## src/rtl/riscv_i32_pipeline_debug_mh.sv

```systemverilog
// Multi-hart debug target: per-hart halt/resume/step FSM, debug data registers,
// and a one-cycle registered response to debug-module requests.
module riscv_i32_pipeline_debug_mh #(
  parameter int NUM_HARTS = 2,
  parameter int NUM_DATA  = 2
) (
  input  logic                    clk,
  input  logic                    clk__enable,
  input  logic                    reset_n,
  input  logic [5:0]              rv_select,
  input  logic                    debug_mst__valid,
  input  logic [5:0]              debug_mst__select,
  input  logic [5:0]              debug_mst__mask,
  input  logic [3:0]              debug_mst__op,
  input  logic [15:0]             debug_mst__arg,
  input  logic [31:0]             debug_mst__data,
  input  logic [NUM_HARTS-1:0]    debug_response__exec_valid,
  input  logic [NUM_HARTS-1:0]    debug_response__exec_halting,
  input  logic [NUM_HARTS-1:0]    debug_response__exec_dret,
  output logic [NUM_HARTS-1:0]    debug_control__valid,
  output logic [NUM_HARTS-1:0]    debug_control__kill_fetch,
  output logic [NUM_HARTS-1:0]    debug_control__halt_request,
  output logic [NUM_HARTS-1:0]    debug_control__fetch_dret,
  output logic [32*NUM_HARTS-1:0] debug_control__data,
  output logic                    debug_tgt__valid,
  output logic [5:0]              debug_tgt__selected,
  output logic                    debug_tgt__halted,
  output logic                    debug_tgt__resumed,
  output logic                    debug_tgt__hit_breakpoint,
  output logic                    debug_tgt__op_was_none,
  output logic [1:0]              debug_tgt__resp,
  output logic [31:0]             debug_tgt__data,
  output logic                    debug_tgt__attention,
  output logic [2*NUM_HARTS-1:0]  debug_state
);

  // Handshake: a request is accepted in the cycle debug_mst__valid=1 and
  // select matches a hart; no backpressure, the response follows one
  // enabled clock later with debug_tgt__valid=1 for exactly one cycle.

  typedef enum logic [1:0] {
    RUNNING  = 2'd0,
    HALT_REQ = 2'd1,
    HALTED   = 2'd2,
    RESUMING = 2'd3
  } hart_state_t;

  localparam logic [3:0] OP_NONE    = 4'd0;
  localparam logic [3:0] OP_CONTROL = 4'd1;
  localparam logic [3:0] OP_WRITE   = 4'd2;
  localparam logic [3:0] OP_READ    = 4'd3;
  localparam logic [1:0] RESP_OK    = 2'b00;
  localparam logic [1:0] RESP_ERR   = 2'b10;
  localparam logic [4:0] NUM_DATA_W = 5'(NUM_DATA);

  hart_state_t          state_q [NUM_HARTS];
  hart_state_t          state_d [NUM_HARTS];
  logic [31:0]          data_q  [NUM_HARTS][NUM_DATA];
  logic [31:0]          data_d  [NUM_HARTS][NUM_DATA];
  logic [NUM_HARTS-1:0] halt_req_q, halt_req_d, resume_req_q, resume_req_d;
  logic [NUM_HARTS-1:0] step_q, step_d, halted_q, halted_d;
  logic [NUM_HARTS-1:0] hit_bp_q, hit_bp_d, resumed_q, resumed_d, attn_q, attn_d;

  logic [5:0]           hart_sel [NUM_HARTS];
  logic [NUM_HARTS-1:0] hit, attn_sel;
  logic [3:0]           idx;
  logic                 idx_ok;
  logic                 unused_arg_bits;

  logic                 rsp_valid, rsp_halted, rsp_resumed, rsp_hit_bp, rsp_none;
  logic [5:0]           rsp_sel;
  logic [1:0]           rsp_resp;
  logic [31:0]          rsp_data;

  assign idx             = debug_mst__arg[3:0];
  assign idx_ok          = {1'b0, idx} < NUM_DATA_W;
  assign unused_arg_bits = ^debug_mst__arg[15:4];

  always_comb begin
    for (int h = 0; h < NUM_HARTS; h++) begin
      hart_sel[h] = rv_select + 6'(h);
      hit[h]      = debug_mst__valid && (debug_mst__select == hart_sel[h]);
      attn_sel[h] = attn_q[h] && ((debug_mst__mask & hart_sel[h]) == debug_mst__select);
    end
  end

  // Per-hart next state. Attention clear from a request is applied first so
  // that any event setting attention in the same cycle overrides it.
  always_comb begin
    halt_req_d   = halt_req_q;
    resume_req_d = resume_req_q;
    step_d       = step_q;
    halted_d     = halted_q;
    hit_bp_d     = hit_bp_q;
    resumed_d    = resumed_q;
    attn_d       = attn_q;
    for (int h = 0; h < NUM_HARTS; h++) begin
      state_d[h] = state_q[h];
      for (int i = 0; i < NUM_DATA; i++) data_d[h][i] = data_q[h][i];
    end

    for (int h = 0; h < NUM_HARTS; h++) begin
      if (hit[h]) begin
        attn_d[h] = 1'b0;
        if (debug_mst__op == OP_CONTROL) begin
          halt_req_d[h]   = debug_mst__arg[0];
          resume_req_d[h] = debug_mst__arg[1];
          step_d[h]       = debug_mst__arg[2];
        end
        if (debug_mst__op == OP_WRITE && idx_ok) begin
          for (int i = 0; i < NUM_DATA; i++)
            if (idx == 4'(i)) data_d[h][i] = debug_mst__data;
        end
      end

      if (resumed_q[h] && !resume_req_q[h]) begin
        resumed_d[h] = 1'b0;
        attn_d[h]    = 1'b1;
      end

      case (state_q[h])
        RUNNING: begin
          if (debug_response__exec_valid[h] && debug_response__exec_halting[h]) begin
            state_d[h]  = HALTED;
            halted_d[h] = 1'b1;
            hit_bp_d[h] = 1'b1;
            attn_d[h]   = 1'b1;
          end else if (halt_req_q[h]) begin
            state_d[h] = HALT_REQ;
          end
        end
        HALT_REQ: begin
          if (debug_response__exec_valid[h] && debug_response__exec_halting[h]) begin
            state_d[h]  = HALTED;
            halted_d[h] = 1'b1;
            attn_d[h]   = 1'b1;
          end
        end
        HALTED: begin
          // The !resumed guard stops a still-asserted resume from re-resuming.
          if (resume_req_q[h] && !resumed_q[h]) state_d[h] = RESUMING;
        end
        RESUMING: begin
          if (debug_response__exec_valid[h] && debug_response__exec_dret[h]) begin
            state_d[h]   = RUNNING;
            halted_d[h]  = 1'b0;
            hit_bp_d[h]  = 1'b0;
            resumed_d[h] = 1'b1;
            attn_d[h]    = 1'b1;
            if (step_q[h]) halt_req_d[h] = 1'b1;
          end
        end
        default: state_d[h] = RUNNING;
      endcase
    end
  end

  always_comb begin
    rsp_valid   = |hit;
    rsp_sel     = 6'd0;
    rsp_halted  = 1'b0;
    rsp_resumed = 1'b0;
    rsp_hit_bp  = 1'b0;
    rsp_none    = 1'b0;
    rsp_resp    = RESP_OK;
    rsp_data    = 32'd0;
    for (int h = 0; h < NUM_HARTS; h++) begin
      if (hit[h]) begin
        rsp_sel     = hart_sel[h];
        rsp_halted  = halted_q[h];
        rsp_resumed = resumed_q[h];
        rsp_hit_bp  = hit_bp_q[h];
        rsp_none    = (debug_mst__op == OP_NONE);
        case (debug_mst__op)
          OP_NONE, OP_CONTROL: rsp_resp = RESP_OK;
          OP_WRITE:            rsp_resp = idx_ok ? RESP_OK : RESP_ERR;
          OP_READ: begin
            rsp_resp = idx_ok ? RESP_OK : RESP_ERR;
            for (int i = 0; i < NUM_DATA; i++)
              if (idx_ok && idx == 4'(i)) rsp_data = data_q[h][i];
          end
          default:             rsp_resp = RESP_ERR;
        endcase
      end
    end
  end

  always_ff @(posedge clk or negedge reset_n) begin
    if (!reset_n) begin
      halt_req_q   <= '0;
      resume_req_q <= '0;
      step_q       <= '0;
      halted_q     <= '0;
      hit_bp_q     <= '0;
      resumed_q    <= '0;
      attn_q       <= '0;
      for (int h = 0; h < NUM_HARTS; h++) begin
        state_q[h] <= RUNNING;
        for (int i = 0; i < NUM_DATA; i++) data_q[h][i] <= 32'd0;
      end
      debug_tgt__valid          <= 1'b0;
      debug_tgt__selected       <= 6'd0;
      debug_tgt__halted         <= 1'b0;
      debug_tgt__resumed        <= 1'b0;
      debug_tgt__hit_breakpoint <= 1'b0;
      debug_tgt__op_was_none    <= 1'b0;
      debug_tgt__resp           <= 2'b00;
      debug_tgt__data           <= 32'd0;
      debug_tgt__attention      <= 1'b0;
    end else if (clk__enable) begin
      halt_req_q   <= halt_req_d;
      resume_req_q <= resume_req_d;
      step_q       <= step_d;
      halted_q     <= halted_d;
      hit_bp_q     <= hit_bp_d;
      resumed_q    <= resumed_d;
      attn_q       <= attn_d;
      for (int h = 0; h < NUM_HARTS; h++) begin
        state_q[h] <= state_d[h];
        for (int i = 0; i < NUM_DATA; i++) data_q[h][i] <= data_d[h][i];
      end
      debug_tgt__valid          <= rsp_valid;
      debug_tgt__selected       <= rsp_sel;
      debug_tgt__halted         <= rsp_halted;
      debug_tgt__resumed        <= rsp_resumed;
      debug_tgt__hit_breakpoint <= rsp_hit_bp;
      debug_tgt__op_was_none    <= rsp_none;
      debug_tgt__resp           <= rsp_resp;
      debug_tgt__data           <= rsp_data;
      debug_tgt__attention      <= |attn_sel;
    end
  end

  always_comb begin
    for (int h = 0; h < NUM_HARTS; h++) begin
      debug_control__valid[h]        = (state_q[h] != RUNNING);
      debug_control__kill_fetch[h]   = (state_q[h] == HALT_REQ) || (state_q[h] == HALTED);
      debug_control__halt_request[h] = (state_q[h] == HALT_REQ);
      debug_control__fetch_dret[h]   = (state_q[h] == RESUMING);
      debug_control__data[32*h +: 32] = data_q[h][0];
      debug_state[2*h +: 2]          = state_q[h];
    end
  end

endmodule

```

## config.mk

```make
export PLATFORM = sky130hd
export DESIGN_NAME = riscv_i32_pipeline_debug_mh
export DESIGN_NICKNAME = d
export VERILOG_FILES = /design/src/rtl/riscv_i32_pipeline_debug_mh.sv
export SDC_FILE = /design/constraint.sdc
export NUM_CORES = 1
export LEC_CHECK = 0
export BUFFER_PORTS_ARGS = -buffer_cell sky130_fd_sc_hd__buf_2
export CORE_ASPECT_RATIO = 0.8
export CORE_UTILIZATION = 55
export DETAILED_ROUTE_END_ITERATION = 16
export PLACE_DENSITY = 0.81
export SLEW_MARGIN = 20
export SYNTH_ARGS = -nofsm -noshare
export SYNTH_HDL_FRONTEND = slang
export SYNTH_SLANG_ARGS = --single-unit
```

## constraint.sdc

```tcl
create_clock -name clk -period 1.65 [get_ports clk]
set_input_delay 0.2475 -clock clk [delete_from_list [all_inputs] [get_ports clk]]
set_output_delay 0.2475 -clock clk [all_outputs]
set_load 0.02 [all_outputs]
```

## After elaboration in Yosys (flattened, before gate mapping)

Cells that the tools add are included.

| cells by class | value |
|---|---|
| add/sub/neg operators | 1 |
| $lt $le $gt $ge | 1 |
| eq/ne operators | 26 |
| multiplexer cells | 68 |
| bitwise logic cells | 2 |
| reductions and logical operators | 49 |

Operators by type and width:

| operator | number |
|---|---|
| two-way mux 32 bit | 8 |
| two-way mux 1 bit | 36 |
| AND reduction 4 bit | 8 |
| two-way mux 2 bit | 13 |
| equality test 6 bit | 4 |
| one-hot mux 2 bit (4 select lines) | 2 |
| logical AND 1 bit | 15 |
| AND 6 bit | 2 |
| two-way mux 6 bit | 2 |
| inequality test 2 x 1 -> 1 bit, second input constant | 6 |
| one-hot mux 1 bit (2 select lines) | 6 |
| nonzero test 2 bit | 6 |
| OR reduction 2 bit | 6 |
| AND reduction 5 bit | 2 |
| equality test 2 bit, second input constant | 4 |
| equality test 4 x 1 -> 1 bit, second input constant | 2 |
| equality test 4 x 2 -> 1 bit, second input constant | 2 |
| zero test 4 bit | 2 |
| inequality test 2 bit, second input constant | 4 |
| adder 6 x 1 -> 6 bit, second input constant | 1 |
| inequality test 3 bit, second input constant | 2 |
| AND reduction 3 bit | 2 |
| equality test 2 x 1 -> 1 bit, second input constant | 2 |
| zero test 1 bit | 4 |
| other kinds (4) | 6 |

| storage, ports and cells | value |
|---|---|
| flip-flop bits (word level) | 192 |
| input bits | 80 |

## Logic depth before layout (Yosys ltp)

Gate-level depths: netlist of the first run.

| logic depth | value |
|---|---|
| depth after elaboration | 10 |
| depth in mapped cells | 9 |
| depth with buffers taken out | 6 |

## Worst setup path before layout of the first run

Ideal clock, no wire load.

| timing path | value |
|---|---|
| path type | input port to flip-flop |
| start | in rv_select[0] |
| end | reg, netlist name data_q[10] |
| setup time | 125 ps |
| data arrival time | 2,192 ps |
| setup slack | -667 ps |
| cell stages on the path | 7 |
| buffers on the path | 1 |
| path through | ha_1 > xor2_1 > or3_1 > a211o_1 > nor3_4 > buf_6 > mux2_2 |

| between the ends | value |
|---|---|
| longest elaborated chain between the ends | 4 |

RTL lines:

| item | RTL line | RTL |
|---|---|---|
| start: declaration | 10 | `input logic [5:0] rv_select,` |
| adder 6 x 1 -> 6 bit | 81 | `hart_sel[h] = rv_select + 6'(h);` |
| equality test 6 bit | 82 | `hit[h] = debug_mst__valid && (debug_mst__select == hart_sel[h]);` |
| logical AND 1 bit | 82 |  |
| AND reduction 4 bit (no line) | n/a |  |

Every way passes these cells.
A chain may end at the register's enable or synchronous reset.

## Final worst setup path of the first run

| timing path | value |
|---|---|
| start | in rv_select[0] |
| end | reg, netlist name data_q[2] |

| between the ends | value |
|---|---|
| longest elaborated chain between the ends | 4 |

RTL lines:

| item | RTL line |
|---|---|
| adder 6 x 1 -> 6 bit | 81 |
| equality test 6 bit | 82 |
| logical AND 1 bit | 82 |
| AND reduction 4 bit (no line) | n/a |

Every way passes these cells.

==> results by group, run 1 <==
Worst setup path
  – Slowest cell on the critical path: sky130_fd_sc_hd__or3_4
  – Buffer and inverter count on the worst path: 3
  – Chain of cells forming the critical path: buf_8 > ha_4 > xor2_2 > or3_4 > a211o_4 > nor3_4 > buf_12 > clkbuf_16 > mux2_2
  – Register-to-register setup slack: -0.03 ns
  – Crit-path max cell delay: around 0.36 ns
  – Arrival time worst endpoint: approximately 2.3 ns
  – Critical path class: in2reg
  – Startpoint type of the worst setup path: input port
  – CP required: 1.98 ns
  – Critical path depth: 9
  – Launch instance of the worst register-to-register path: debug_state[1]
  – CP max FO: 8
  – Number of cells on the worst reg-to-reg path: 4
  – Critical path endpoint category: register
  – Crit. Startpoint: rv_select[0]
  – CP top delay family: simple AND/OR/NAND/NOR gates

Logic synthesis
  – Combinational family with the most area after synthesis: multiplexers
  – Post-synthesis instance area: 0.00931 mm²
  – Most frequent cells after synthesis: 191 x sky130_fd_sc_hd__dfrtp_1, 102 x sky130_fd_sc_hd__mux2_2, 68 x sky130_fd_sc_hd__buf_4, 66 x sky130_fd_sc_hd__mux2i_1, 54 x sky130_fd_sc_hd__nand2_1
  – Synth top area share: 51.3%
  – XOR/XNOR Fraction of Synth Area: 1.28%
  – Synthesis Warnings: 0
  – Mean instance size in the synthesized netlist: ~12 µm²
  – Share of the synthesized area in compound gates (AO/OA/AOI/OAI): 8.10%
  – Cells taking the most area after synthesis: sky130_fd_sc_hd__dfrtp_1 51%, sky130_fd_sc_hd__mux2_2 12%, sky130_fd_sc_hd__mux2i_1 7.1%
  – Synth async-reset ratio: 100%
  – Number of enable-type register cells in the synthesized netlist: 0
  – Multiplexer fraction of the synthesized cell area: 23.3%
  – Library cell with the highest instance count after synthesis: sky130_fd_sc_hd__dfrtp_1
  – Share of synthesized cell area in full adder, half adder and majority cells: around 1.5%
  – Sequential element share of the synthesized area: 51.3%
  – Synthesized instance count: 752
  – Number of distinct library cells after synthesis: 60
  – Most frequently used flop master after synthesis: sky130_fd_sc_hd__dfrtp_1
  – Synth Area in Simple Gates: just over 6%
  – Net Count, Synth: 843
  – Post-synthesis sequential element count: 191
  – Top cell type by total area after synthesis: sky130_fd_sc_hd__dfrtp_1

Power and ir drop
  – Combinational group share of total power: approximately a fifth
  – Part of the total power dissipated in sequential elements: 44.4%
  – Leakage component of the power: 6.49 nW
  – Worst IR drop on VDD: 0.754 mV
  – Total power draw: 11.3 mW
  – Switching power as a share of total power: 30.5%
  – Clock network fraction of design power: 35.7%
  – Reported net switching power: about 3.4 mW
  – Internal power: ~7.8 mW
  – Power per cell area: 890 mW/mm²

Route
  – Antenna viol nets, final: 0
  – Number of DRC markers in iteration 0: 563
  – Overall routed net length: 26300 µm
  – Total vias in the final route: 6992
  – First-pass iteration count of the detailed router: 5
  – DRC violation count after routing: 0
  – Avg WL per Cell: roughly 22 µm
  – Detailed-route vias per instance: 5.87

STA
  – Endpoints failing setup: 135
  – Share of the cycle needed by the critical path after routing: 117%
  – Fin. Hold Viols: 0
  – Crit path time final: 1.93 ns
  – Relative slew slack: 65.6%
  – Final Max Slew Viols: 0
  – RSZ-0062 raised after global routing: true
  – Measured slew at the worst slew-check pin: 0.513 ns
  – Final clock skew: 0.00840 ns
  – Max Fclk: 517 MHz
  – Final hold slack: 0.0815 ns
  – Setup ws final: -0.285 ns
  – Setup TNS: -22.69 ns

Global routing
  – Wire length of the first global-routing pass: 39700 µm
  – Vias in the first global route: 7010
  – Global-route total usage across every layer: about 30%
  – Pin count of the biggest net entering global routing: 55
  – Overflow left after global routing: 0
  – Initial antenna violation count: 1

Hold path
  – Min-delay worst type: in2reg
  – Worst hold path startpoint: debug_mst__data[10]
  – Cells on Worst Hold Path: 2

Floorplanning
  – Count of pins on the block boundary: 202
  – Vertical extent of the die: 118 µm
  – Starting utilization of the core area: 56.3%
  – Number of placement rows: 42
  – Width of the die: about 150 µm
  – Core footprint: 0.0166 mm²
  – Die area: 0.0175 mm²

Layout
  – Syn-to-layout area delta: 35.9%
  – Number of diodes: 0
  – Final non-filler cell area: ~0.013 mm²
  – Final #Nets: 1049
  – Number of cells in the finished layout apart from fillers: 1191
  – Fraction of layout cells with a size suffix above 1: 55.6%

Placed design
  – Total of buffers placed on input and output ports: 188
  – Instance area at placement: around 0.011 mm²
  – Hpwl dp: 15700 µm
  – Cell count after placement: 1124
  – GPL Wtd Cong: 0.900

Outcome
  – Result of the run: finished with violations
  – Violated checks: setup timing

Clock network
  – Number of buffers created by CTS: 17
  – CTS tree: done
  – Number of clock sinks: 191
  – Clock latency on the worst-skew pair: approximately 0.45 ns
  – CTS H-tree lvls: 4
  – Deepest clock path buffer count: 2
  – Master cell of the clock root buffer: sky130_fd_sc_hd__clkbuf_16
  – Reg clk slew, reported paths: 0.08 ns

Run
  – Number of max-capacitance violations reported: 0
[placed cells by master (no fill, tap or decap), drive strengths merged, types with 7 or more instances in the layout]
master  count
clkinv      7
nor3        8
mux2i      66
o221ai     34
nand3      10
inv        31
nand2      54
dfrtp     191
clkbuf     21
o21ai       9
nor2       12
a221o       7
ha         11
buf       284
mux2      134
[power by group through the flow]
stage	clock network [mW]	logic, mW	registers (mW)
after floorplan	0	1.01	5.07
after global placement	0	1.73	5.03
after detailed placement	0	1.75	5.04
after CTS	4.05	1.87	4.95
after global routing	4.25	2.42	5.01
final	4.02	2.25	5.00
[registers in the layout (all words and copies together) (netlist names)]
| signal | cells |
|---|---|
| halted_q | 2 |
| debug_tgt__valid | 1 |
| data_q | 64 |
| debug_tgt__resumed | 1 |
| debug_tgt__data | 32 |
| hit_bp_q | 2 |
| debug_tgt__resp | 1 |
| debug_tgt__selected | 6 |
| attn_q | 2 |
| debug_tgt__halted | 1 |
| resumed_q | 2 |
| debug_control__data | 64 |
| debug_state | 4 |
| debug_tgt__op_was_none | 1 |
| debug_tgt__attention | 1 |
| halt_req_q | 2 |
| step_q | 2 |
| resume_req_q | 2 |
| debug_tgt__hit_breakpoint | 1 |
[cell families after synthesis]
kind of cell | after synthesis
fa+ha+maj | 11
simple gates | 117
compound gates | 93
flops | 191
mux | 200
xor+xnor | 12
buf+inv | 127
other cells | 1
[path summary, 6_finish.rpt]
kind,end
min,data_q[74]
max reg2reg,debug_state[1]
min in group asynchronous,debug_tgt__attention
min reg2reg,debug_tgt__data[13]
max in group asynchronous,debug_state[2]
max,data_q[2]
[metal layers]
metal / share of wire [%] / global-route usage (%) / vias up
met2: 48 / 47.7 / 283
met1: 44 / 42.5 / 3587
li1: - / - / 3079
met3: 6.0 / 6.06 / 41
met5: 0.038 / 0 / -
met4: 1.5 / 7.22 / 2
[layout make-up]
| cell class | count | area, µm² |
|---|---|---|
| timing repair buffer | 289 | 2270 |
| tap | 220 | 275 |
| fill | 987 | 3890 |
| clock buffer | 17 | 425 |
| clock inverter | 15 | 153 |
| inverter | 25 | 104 |
| sequential | 191 | 4780 |
| multi-input combinational | 434 | 4640 |
[metrics by stage]
step	utilization, %	setup slack, ns
2_1_floorplan	-	-0.512
3_3_place_gp	67.0	-0.702
3_5_place_dp	67.0	-0.729
4_1_cts	74.6	-0.254
5_1_grt	76.5	-0.304
6_report	76.5	-0.285
[repair_timing]
action                     4_1_cts  5_1_grt
setup endpoints to repair      170      166
gates cloned                     8        3
hold buffers                     1        0
hold endpoints to repair        44        0
buffers inserted                18       11
pin swaps                        4       12
resized for setup               67       53
Note: power is estimated with default switching activity, not from simulation.
==> run 2, diff against run 1 <==
--- a/config.mk
+++ b/config.mk
@@ -10,7 +10,7 @@
 export CORE_UTILIZATION = 55
 export DETAILED_ROUTE_END_ITERATION = 16
 export PLACE_DENSITY = 0.81
-export SLEW_MARGIN = 20
+export SLEW_MARGIN = 10
 export SYNTH_ARGS = -nofsm -noshare
 export SYNTH_HDL_FRONTEND = slang
 export SYNTH_SLANG_ARGS = --single-unit
==> constraint.sdc (replaced) <==
create_clock -name clk -period 2.3 [get_ports clk]
set_input_delay 0.345 -clock clk [delete_from_list [all_inputs] [get_ports clk]]
set_output_delay 0.345 -clock clk [all_outputs]
set_load 0.02 [all_outputs]
==> results by group, run 2 (same netlist as run 1, synthesis figures left out) <==
STA
  – Setup TNS: 0 ns (+22.69 ns)
  – Crit path time final: 2.04 ns
  – Measured slew at the worst slew-check pin: 0.613 ns (+0.100 ns)
  – Endpoints failing setup: 0 (-100%)
  – Final clock skew: 0.0106 ns (+0.00225 ns)
  – Max Fclk: ~490 MHz
  – Setup ws final: 0.261 ns (+0.546 ns)
  – Share of the cycle needed by the critical path after routing: between 80 and 90%
  – Final Max Slew Viols: 0 (unchanged)
  – Fin. Hold Viols: 0 (unchanged)
  – Final hold slack: 0.167 ns (+0.0853 ns)
  – Relative slew slack: 59.1% (-6.5 points)
  – RSZ-0062 raised after global routing: false

Run
  – Number of max-capacitance violations reported: 0 (unchanged)

Placed design
  – DP Worst Slack: -0.177 ns (+0.552 ns)
  – Hpwl dp: 14600 µm (-7.1%)
  – Total of buffers placed on input and output ports: 188 (unchanged)
  – GPL Wtd Cong: 0.935 (+3.9%)

Worst setup path
  – CP max FO: 11 (+3)
  – Slowest cell on the critical path: sky130_fd_sc_hd__or3_4
  – Chain of cells forming the critical path: buf_2 > ha_4 > xor2_1 > or3_4 > a211o_4 > nor3_4 > buf_4 > mux2_2
  – Critical path endpoint category: register
  – CP required: 2.62 ns (+0.64 ns)
  – Startpoint type of the worst setup path: input port
  – Critical path class: in2reg
  – Crit-path max cell delay: 0.36 ns (about the same)
  – Arrival time worst endpoint: 2.36 ns (+0.10 ns)

Floorplanning
  – Starting utilization of the core area: 56.3% (unchanged)
  – Count of pins on the block boundary: 202 (unchanged)
  – Width of the die: 147 µm (unchanged)
  – Core footprint: 0.0166 mm² (unchanged)
  – Vertical extent of the die: 118 µm (unchanged)
  – Number of placement rows: 42 (unchanged)
  – Die area: 0.0175 mm² (unchanged)

Outcome
  – Result of the run: completed

Clock network
  – CTS tree: done
  – Deepest clock path buffer count: 2 (unchanged)
  – Number of gates given a new drive strength after cts: 0 (-100%)
  – Buffers inserted by post-CTS timing repair: 0 (-18)
  – Clock latency on the worst-skew pair: 0.43 ns (-0.02 ns)
  – Master cell of the clock root buffer: sky130_fd_sc_hd__clkbuf_16
  – Reg clk slew, reported paths: 0.07 ns (about the same)
  – Number of clock sinks: 191 (unchanged)
  – CTS H-tree lvls: 4 (unchanged)
  – Number of buffers created by CTS: 17 (unchanged)

Global routing
  – Pin count of the biggest net entering global routing: 55 (unchanged)
  – Overflow left after global routing: 0 (unchanged)
  – Vias in the first global route: 6476 (-7.6%)
  – Wire length of the first global-routing pass: 34800 µm (-12%)
  – Initial antenna violation count: 0 (-1)
  – Global-route total usage across every layer: 25.8% (-4.3 points)

Route
  – Avg WL per Cell: 19.0 µm (-14%)
  – DRC violation count after routing: 0 (unchanged)
  – Antenna viol nets, final: 0 (unchanged)
  – Total vias in the final route: 6458 (-7.6%)
  – Detailed-route vias per instance: 5.71 (-2.7%)
  – Number of DRC markers in iteration 0: 337 (-40%)
  – First-pass iteration count of the detailed router: 4 (-1)
  – Overall routed net length: 21500 µm (-18%)

Layout
  – Most common cell after layout, fill and taps aside: sky130_fd_sc_hd__dfrtp_1
  – Syn-to-layout area delta: 17.2%
  – Highest-count cells in the layout ignoring fill and taps: 191 x sky130_fd_sc_hd__dfrtp_1, 186 x sky130_fd_sc_hd__buf_2, 102 x sky130_fd_sc_hd__mux2_2, 66 x sky130_fd_sc_hd__mux2i_1, 53 x sky130_fd_sc_hd__nand2_1
  – Final #Nets: 990 (-5.6%)
  – Fraction of layout cells with a size suffix above 1: 40.8% (-15 points)
  – Number of diodes: 0 (unchanged)

Power and ir drop
  – Leakage component of the power: 5.87 nW (-9.6%)
  – Worst IR drop on VDD: 0.486 mV (-36%)
  – Power per cell area: 694 mW/mm² (-22%)
  – Total power draw: 7.58 mW (-33%)

Hold path
  – Min-delay worst type: in2reg
==> run 2: changes by cell type in the layout (fill, tap and decap cells not counted), sizes merged <==
cell,change
bufinv,+1
inv,-3
clkinvlp,-1
buf,-56
clkinv,-1
==> run 2: final cells by class <==
class | instances | area [µm²]
flip-flops and latches | 191 | 4780
clock inverters | 11 | 108
fillers | 1238 | 5640
clock buffers | 20 | 457
inverters | 25 | 93.8
well taps | 220 | 275
multi-input cells | 434 | 3790
repair buffers | 230 | 1410
==> run 2: path summary, 6_finish.rpt <==
| check | startpoint | end | slack [ns] | cells after the start |
|---|---|---|---|---|
| min | debug_mst__data[20] | debug_control__data[52] | 0.17 | 2 |
| max | rv_select[0] | data_q[27] | 0.26 | 8 |
| max in group asynchronous | reset_n | data_q[17] | 1.24 | 3 |
| min reg2reg | debug_tgt__data[24] | debug_tgt__data[24] | 0.49 | 2 |
| max reg2reg | debug_state[2] | debug_state[3] | 0.62 | 6 |
| min in group asynchronous | reset_n | debug_tgt__halted | 0.41 | 2 |
==> run 2: report_power, final <==
part | switching, mW | total (mW) | internal (mW)
clock | 1.30 | 2.86 | 1.56
sequential | 0.100 | 3.54 | 3.44
combinational | 0.718 | 1.18 | 0.459
total | 2.12 | 7.58 | 5.46
==> run 2: layer usage <==
metal,part of all wire (%),wire [µm],vias to the layer above,global-route usage [%]
met5,0,0,-,0
met4,0.83,179,0,6.83
met3,7.4,1590,18,6.33
met2,46,9840,230,39.1
met1,46,9910,3253,37.0
li1,-,-,2957,-
==> run 2: what timing repair did <==
item                                   4_1_cts  5_1_grt
setup endpoints to repair                    0        0
endpoints found under the hold margin       40        0
hold buffers                                 1        0
==> run 2: critical path: cells and delay by family <==
| family | cells | cell delay [ns] |
|---|---|---|
| AND/OR/NAND/NOR | 2 | 0.56 |
| XOR/XNOR | 1 | 0.14 |
| AO/OA/AOI/OAI | 1 | 0.34 |
| buffers and inverters | 2 | 0.37 |
| adder cells (fa/ha/maj) | 1 | 0.24 |
| multiplexers | 1 | 0.36 |
==> run 2: metrics by stage <==
step | utilization [%] | cells | area (µm²)
after global placement | 62.5 | 1099 | 10300
after detailed placement | 62.5 | 1099 | 10300
final | 65.9 | 1131 | 10900
after floorplan | - | 752 | 9340
after global routing | 65.9 | 1131 | 10900
after CTS | 65.9 | 1131 | 10900
